--- src/rtl/tetris_pkg.sv ---
// Shared playfield constants and controller state encoding.
//   ROWS/COLS : default playfield geometry (row 0 is the top row)
//   COLOR_W   : cell colour width used by the cell array
//   LINES_W   : width of the per-pass cleared-line count
//   TOTAL_W   : width of the running cleared-line total
//   state_t   : line_clear_ctrl FSM state encoding
package tetris_pkg;

    localparam int unsigned ROWS    = 20;
    localparam int unsigned COLS    = 10;
    localparam int unsigned COLOR_W = 3;
    localparam int unsigned LINES_W = 3;
    localparam int unsigned TOTAL_W = 16;

    typedef logic [2:0] state_t;

    localparam state_t ST_IDLE  = 3'd0;
    localparam state_t ST_SCAN  = 3'd1;
    localparam state_t ST_EVAL  = 3'd2;
    localparam state_t ST_SHIFT = 3'd3;
    localparam state_t ST_DONE  = 3'd4;

endpackage

--- src/rtl/row_priority_enc.sv ---
// Combinational priority encoder: index of the highest set bit of vec.
//   N       : vector width
//   vec     : input vector
//   idx_c   : index of the highest set bit (0 when nothing is set)
//   valid_c : at least one bit of vec is set
module row_priority_enc #(
    parameter int unsigned N = 20
) (
    input  logic [N-1:0]                       vec,
    output logic [(N > 1 ? $clog2(N) : 1)-1:0] idx_c,
    output logic                               valid_c
);

    localparam int unsigned IDX_W = (N > 1) ? $clog2(N) : 1;

    // Later (higher) indices overwrite earlier ones, so the highest set bit wins.
    always_comb begin
        idx_c   = '0;
        valid_c = 1'b0;
        for (int i = 0; i < int'(N); i++) begin
            if (vec[i]) begin
                idx_c   = IDX_W'(i);
                valid_c = 1'b1;
            end
        end
    end

endmodule

--- src/rtl/line_clear_ctrl.sv ---
// Detects full playfield rows and collapses them bottom-up, one row per SHIFT,
// by strobing per-row advance enables into the cell array.
//   clk, reset    : clock, synchronous active-low reset
//   cell_occ      : cell occupancy, bit r*COLS+c
//   start         : request a clear pass (honoured only in IDLE)
//   busy          : pass in progress (SCAN through DONE)
//   done          : one-cycle pulse closing a pass
//   advance       : row r loads row r-1 (row 0 loads zero)
//   lines_cleared : rows removed by the last pass, saturating at 7
//   total_lines   : rows removed since reset, wrapping
module line_clear_ctrl
    import tetris_pkg::*;
#(
    parameter int unsigned ROWS = tetris_pkg::ROWS,
    parameter int unsigned COLS = tetris_pkg::COLS
) (
    input  logic                            clk,
    input  logic                            reset,
    input  logic [ROWS*COLS-1:0]            cell_occ,
    input  logic                            start,
    output logic                            busy,
    output logic                            done,
    output logic [ROWS-1:0]                 advance,
    output logic [tetris_pkg::LINES_W-1:0]  lines_cleared,
    output logic [tetris_pkg::TOTAL_W-1:0]  total_lines
);

    localparam int unsigned IDX_W = (ROWS > 1) ? $clog2(ROWS) : 1;

    state_t               state_q, state_d;
    logic [ROWS-1:0]      full_q, full_d;
    logic [ROWS-1:0]      row_full;
    logic [IDX_W-1:0]     enc_idx;
    logic                 enc_valid;
    logic                 busy_d, done_d;
    logic [ROWS-1:0]      advance_d;
    logic [LINES_W-1:0]   lines_d;
    logic [TOTAL_W-1:0]   total_d;

    // Row-full reduction over the live occupancy.
    for (genvar r = 0; r < int'(ROWS); r++) begin : g_row_full
        assign row_full[r] = &cell_occ[r*COLS +: COLS];
    end

    // Bottom-most full row from the captured scan.
    row_priority_enc #(.N(ROWS)) u_enc (
        .vec     (full_q),
        .idx_c   (enc_idx),
        .valid_c (enc_valid)
    );

    // State and output registers.
    always_ff @(posedge clk) begin
        if (!reset) begin
            state_q       <= ST_IDLE;
            full_q        <= '0;
            busy          <= 1'b0;
            done          <= 1'b0;
            advance       <= '0;
            lines_cleared <= '0;
            total_lines   <= '0;
        end else begin
            state_q       <= state_d;
            full_q        <= full_d;
            busy          <= busy_d;
            done          <= done_d;
            advance       <= advance_d;
            lines_cleared <= lines_d;
            total_lines   <= total_d;
        end
    end

    // Next-state and next-output logic; register inputs describe the following cycle.
    always_comb begin
        state_d   = state_q;
        full_d    = full_q;
        busy_d    = 1'b1;
        done_d    = 1'b0;
        advance_d = '0;
        lines_d   = lines_cleared;
        total_d   = total_lines;

        case (state_q)
            ST_IDLE: begin
                busy_d = 1'b0;
                if (start) begin
                    state_d = ST_SCAN;
                    busy_d  = 1'b1;
                    lines_d = '0;
                end
            end
            ST_SCAN: begin
                full_d  = row_full;
                state_d = ST_EVAL;
            end
            ST_EVAL: begin
                if (enc_valid) begin
                    state_d = ST_SHIFT;
                    // Thermometer: rows 0..k collapse, rows below k stay put.
                    for (int r = 0; r < int'(ROWS); r++) begin
                        advance_d[r] = (IDX_W'(r) <= enc_idx);
                    end
                end else begin
                    state_d = ST_DONE;
                    done_d  = 1'b1;
                end
            end
            ST_SHIFT: begin
                state_d = ST_SCAN;
                lines_d = (lines_cleared == '1) ? lines_cleared
                                                : lines_cleared + LINES_W'(1);
                total_d = total_lines + TOTAL_W'(1);
            end
            ST_DONE: begin
                state_d = ST_IDLE;
                busy_d  = 1'b0;
            end
            default: begin
                state_d = ST_IDLE;
                busy_d  = 1'b0;
            end
        endcase
    end

endmodule
--- config.mk ---
export PLATFORM = sky130hd
export DESIGN_NAME = line_clear_ctrl
export DESIGN_NICKNAME = d
export VERILOG_FILES = /design/src/rtl/tetris_pkg.sv /design/src/rtl/row_priority_enc.sv /design/src/rtl/line_clear_ctrl.sv
export SDC_FILE = /design/constraint.sdc
export NUM_CORES = 1
export LEC_CHECK = 0
export BUFFER_PORTS_ARGS = -buffer_cell sky130_fd_sc_hd__buf_2
export CORE_AREA = 2 2 94 96
export DETAILED_ROUTE_END_ITERATION = 8
export DIE_AREA = 0 0 96 98
export PLACE_DENSITY_LB_ADDON = 0.2
export SLEW_MARGIN = 0
export SYNTH_ARGS = -nofsm -noshare
export SYNTH_HDL_FRONTEND = slang
export SYNTH_SLANG_ARGS = --single-unit
--- constraint.sdc ---
create_clock -name clk -period 5.7 [get_ports clk]
set_input_delay 0.285 -clock clk [delete_from_list [all_inputs] [get_ports clk]]
set_output_delay 0.285 -clock clk [all_outputs]
set_load 0.01 [all_outputs]
==> metrics.md <==
| Metric | Value |
|---|---|
| Hold-fix buffers at CTS | 0 |
| Most used flip-flop cell after synthesis | dfxtp_1 |
| Avg Cell Area, Syn | 8.37 um^2 |
| Tmin final | 1.97 ns |
| CTS tree | done |
| Logic pwr share | approximately a tenth |
| Leakage | ~2.2 nW |
| Total track usage | approximately 22% |
| Net switching power | just over 0.2 mW |
| Slowest CP cell | or3b_2 |
| FF-to-FF Start | full_q[8]$_SDFFE_PN0N_ |
| Hold endpoint | busy$_SDFF_PN0_ |
| Routed length per placed instance | about 14 um |
| XOR/XNOR share of the synthesized area | ~3.5% |
| Worst Hold Class | in2reg |
| Final Cell Area | 4550 um^2 |
| Io pins | 244 |
| DRT iter0 DRCs | 114 |
| Final TNS setup | 0 ns |
| Status | finished clean |
| Sequential area share after synthesis | approximately 42% |
| Largest family of logic cells by synthesized area | simple AND/OR/NAND/NOR gates |
| Net Count, Synth | 570 |
| Count of final setup violators | 0 |
| CP Launch Type | flop |
| Max Fclk | around 510 MHz |
| Adder-cell share of the synthesized area | around 1.2% |
| Die Ht | between 90 and 100 um |
| YS warnings | 0 |
| Worst vdd ir | 0.108 mV |
| Measured slew at the worst slew-check pin | ~0.76 ns |
| Setup Skew | about 0.0077 ns |
| Delay of the slowest critical-path stage | roughly 0.46 ns |
| Mapped Cells | roughly 360 |
| Number of enable flip-flop cells after synthesis | 0 |
| Power density cells | a little over 200 nW/um^2 |
| DRT Pass-1 Iters | 4 |
| Post-CTS setup buffer count | 0 |
| FP Rows | 34 |
| Area Overhead vs Synth | 49.3% |
| Clock-pin slew on the worst setup and hold paths | ~0.070 ns |
| Root Buffer | clkbuf_8 |
| Total global routing overflow | 0 |
| Clock power frac | a little over 40% |
| Post-cts resize count | 0 |
| # port buffers | 243 |
| Die Footprint | around 9400 um^2 |
| Placed Cells | 703 |
| Max FO, Critical Path | 7 |
| R2R Path End | advance[13]$_SDFF_PN0_ |
| Synth top area share | between 40% and 50% |
| Worst skew pair latency | between 0.3 and 0.4 ns |
| Post-synthesis compound-gate area fraction | about an eighth |
| Placed Area | approximately 4300 um^2 |
| Initial Util | approximately 36% |
| Critical path arrival | about 2.2 ns |
| Post-synthesis cell type count | 45 |
| Largest net degree at the start of global routing | 41 |
| Async set-or-reset flop fraction in the synthesized netlist | 0% |
| Min-Delay Path Depth | 3 |
| Vias/cell | roughly 5 |
| Max clock buf depth | 2 |
| Yosys reg bits | 64 |
| Final HPWL DP | ~8.3 mm |
| Synthesized area | ~3000 um^2 |
| Endpoints failing hold | 0 |
| Post-Synth Simple-Gate Area | just under 40% |
| P_int | 0.733 mW |
| Worst Reg2Reg Path Length in Cells | 5 |
| Tcrit/Tclk final | between 30% and 40% |
| Die width | between 90 and 100 um |
| # clock sinks | 64 |
| RSZ-0062 raised after global routing | no |
| Final Slew Violations | 0 |
| First-pass GRT wire length | roughly 17 mm |
| Core Region | around 8500 um^2 |
| Worst R2R Setup Slack | 3.73 ns |
| H-tree Lvls | 3 |
| Via count | 3571 |
| Cell taking the most area after synthesis | dfxtp_1 |
| Finished Layout Cells | 720 |
| Post-Route WL | 10.1 mm |
| Mux share of post-synthesis cell area | 0% |
| Initial antenna violation count | 0 |
| Crit Path Category | reg2reg |
| Slew HR | 49.3% |
| Share of cells above drive strength 1 | 44.0% |
| # Max-Cap Violations | 0 |
| Critical Path RT | a little under 6 ns |
| Setup crit end kind | flop |
| Area contributors post-synth | dfxtp_1 42%, nand4_1 9.0%, a21oi_1 5.3%, nor2b_1 5.1%, nor4_1 4.9% |
| Hold wc startpoint | start |
| Nets | 812 |
| Number of global-route vias before repair | between 3000 and 4000 |
| Cell Chain, Critical Path | or3b_2, a311oi_1, a31oi_1, a211oi_2, a21oi_1 |
| Switching Share | between 20% and 30% |
| Total power | about 0.94 mW |
| Gpl congestion | 0.918 |
| # DRC | 0 |
| Total CTS buffers | 9 |
| Seq pwr share | a little under half |
| Final ANT Viol Nets | 0 |
through the flow:
step / hold slack, ns / setup WS (ns) / utilization (%)
3_3_place_gp: 0.490 / 3.72 / 51.3
5_1_grt: 0.211 / 3.56 / 53.7
6_report: 0.203 / 3.73 / 53.7
3_5_place_dp: 0.507 / 3.67 / 51.3
4_1_cts: 0.187 / 3.73 / 53.7
2_1_floorplan: 0.405 / 3.86 / -
critical path, delay by kind of cell, from the launching register on:
| family | cells | cell delay [ns] |
|---|---|---|
| flip-flops | 1 | 0.41 |
| AO/OA/AOI/OAI | 4 | 0.97 |
| AND/OR/NAND/NOR | 1 | 0.46 |
state kept, by name, indices dropped and copies added (netlist names):
| register | cells |
|---|---|
| advance | 20 |
| done | 1 |
| lines_cleared | 3 |
| total_lines | 16 |
| full_q | 20 |
| state_q | 3 |
| busy | 1 |
synth_stat cells, drive strengths merged, types with 6 or more instances:
| cell type | number |
|---|---|
| nor2b | 25 |
| inv | 7 |
| dfxtp | 64 |
| nor2 | 18 |
| xor2 | 7 |
| a21oi | 32 |
| nand3 | 7 |
| nor4 | 25 |
| nand2 | 36 |
| nor3 | 11 |
| clkbuf | 11 |
| nand4 | 44 |
| o21ai | 6 |
| and2 | 13 |
area by class of cell:
class | count | area, um^2
fill | 822 | 3920
clock inverter | 3 | 40.0
tap | 108 | 135
timing repair buffer | 244 | 1220
multi-input combinational | 280 | 1680
clock buffer | 13 | 159
sequential | 64 | 1280
antenna | 1 | 2.50
inverter | 7 | 26.3
placed cells by master, fill, tap and decap left out, types with 5 or more instances in the layout:
cell,instances
nor4_1,24
nor2b_1,25
nor3_1,11
nor2_1,18
nand2b_1,5
xor2_1,7
dfxtp_1,64
inv_1,7
nand2_1,35
nand4_1,44
xnor2_1,5
clkbuf_8,11
nand3_1,6
a21oi_1,32
and2_1,13
buf_2,243
layer usage:
metal / share of wire [%] / global-route usage, % / vias up
met1: 43 / 29.0 / 1597
li1: - / - / 1835
met3: 7.8 / 7.10 / 6
met2: 48 / 34.5 / 133
met5: 0 / 0 / -
met4: 0.60 / 8.24 / 0
worst max-delay path by stage:
| stage | start | endpoint | slack (ns) | cells after the start |
|---|---|---|---|---|
| after detailed placement | reset | advance[5]$_SDFF_PN0_ | 3.67 | 6 |
| after global placement | reset | advance[5]$_SDFF_PN0_ | 3.72 | 6 |
| after floorplan | full_q[16]$_SDFFE_PN0N_ | advance[14]$_SDFF_PN0_ | 3.86 | 6 |
| after global routing | full_q[8]$_SDFFE_PN0N_ | advance[13]$_SDFF_PN0_ | 3.56 | 5 |
| after CTS | full_q[8]$_SDFFE_PN0N_ | advance[13]$_SDFF_PN0_ | 3.73 | 5 |
| final | full_q[8]$_SDFFE_PN0N_ | advance[13]$_SDFF_PN0_ | 3.73 | 5 |
cell families after synthesis:
group / after synthesis
AOI/OAI and AO/OA: 60
xor gates and xnor gates: 12
adders and majority gates: 3
buffers and inverters: 20
DFF: 64
and+or+nand+nor: 205
power by group through the flow:
stage	registers, mW	clock network (mW)	logic [mW]
2_1_floorplan	0.462	0	0.0245
3_3_place_gp	0.461	0	0.0975
3_5_place_dp	0.462	0	0.0995
4_1_cts	0.451	0.400	0.0998
5_1_grt	0.452	0.418	0.112
6_report	0.451	0.389	0.100
(Power assumes the default switching activity.)
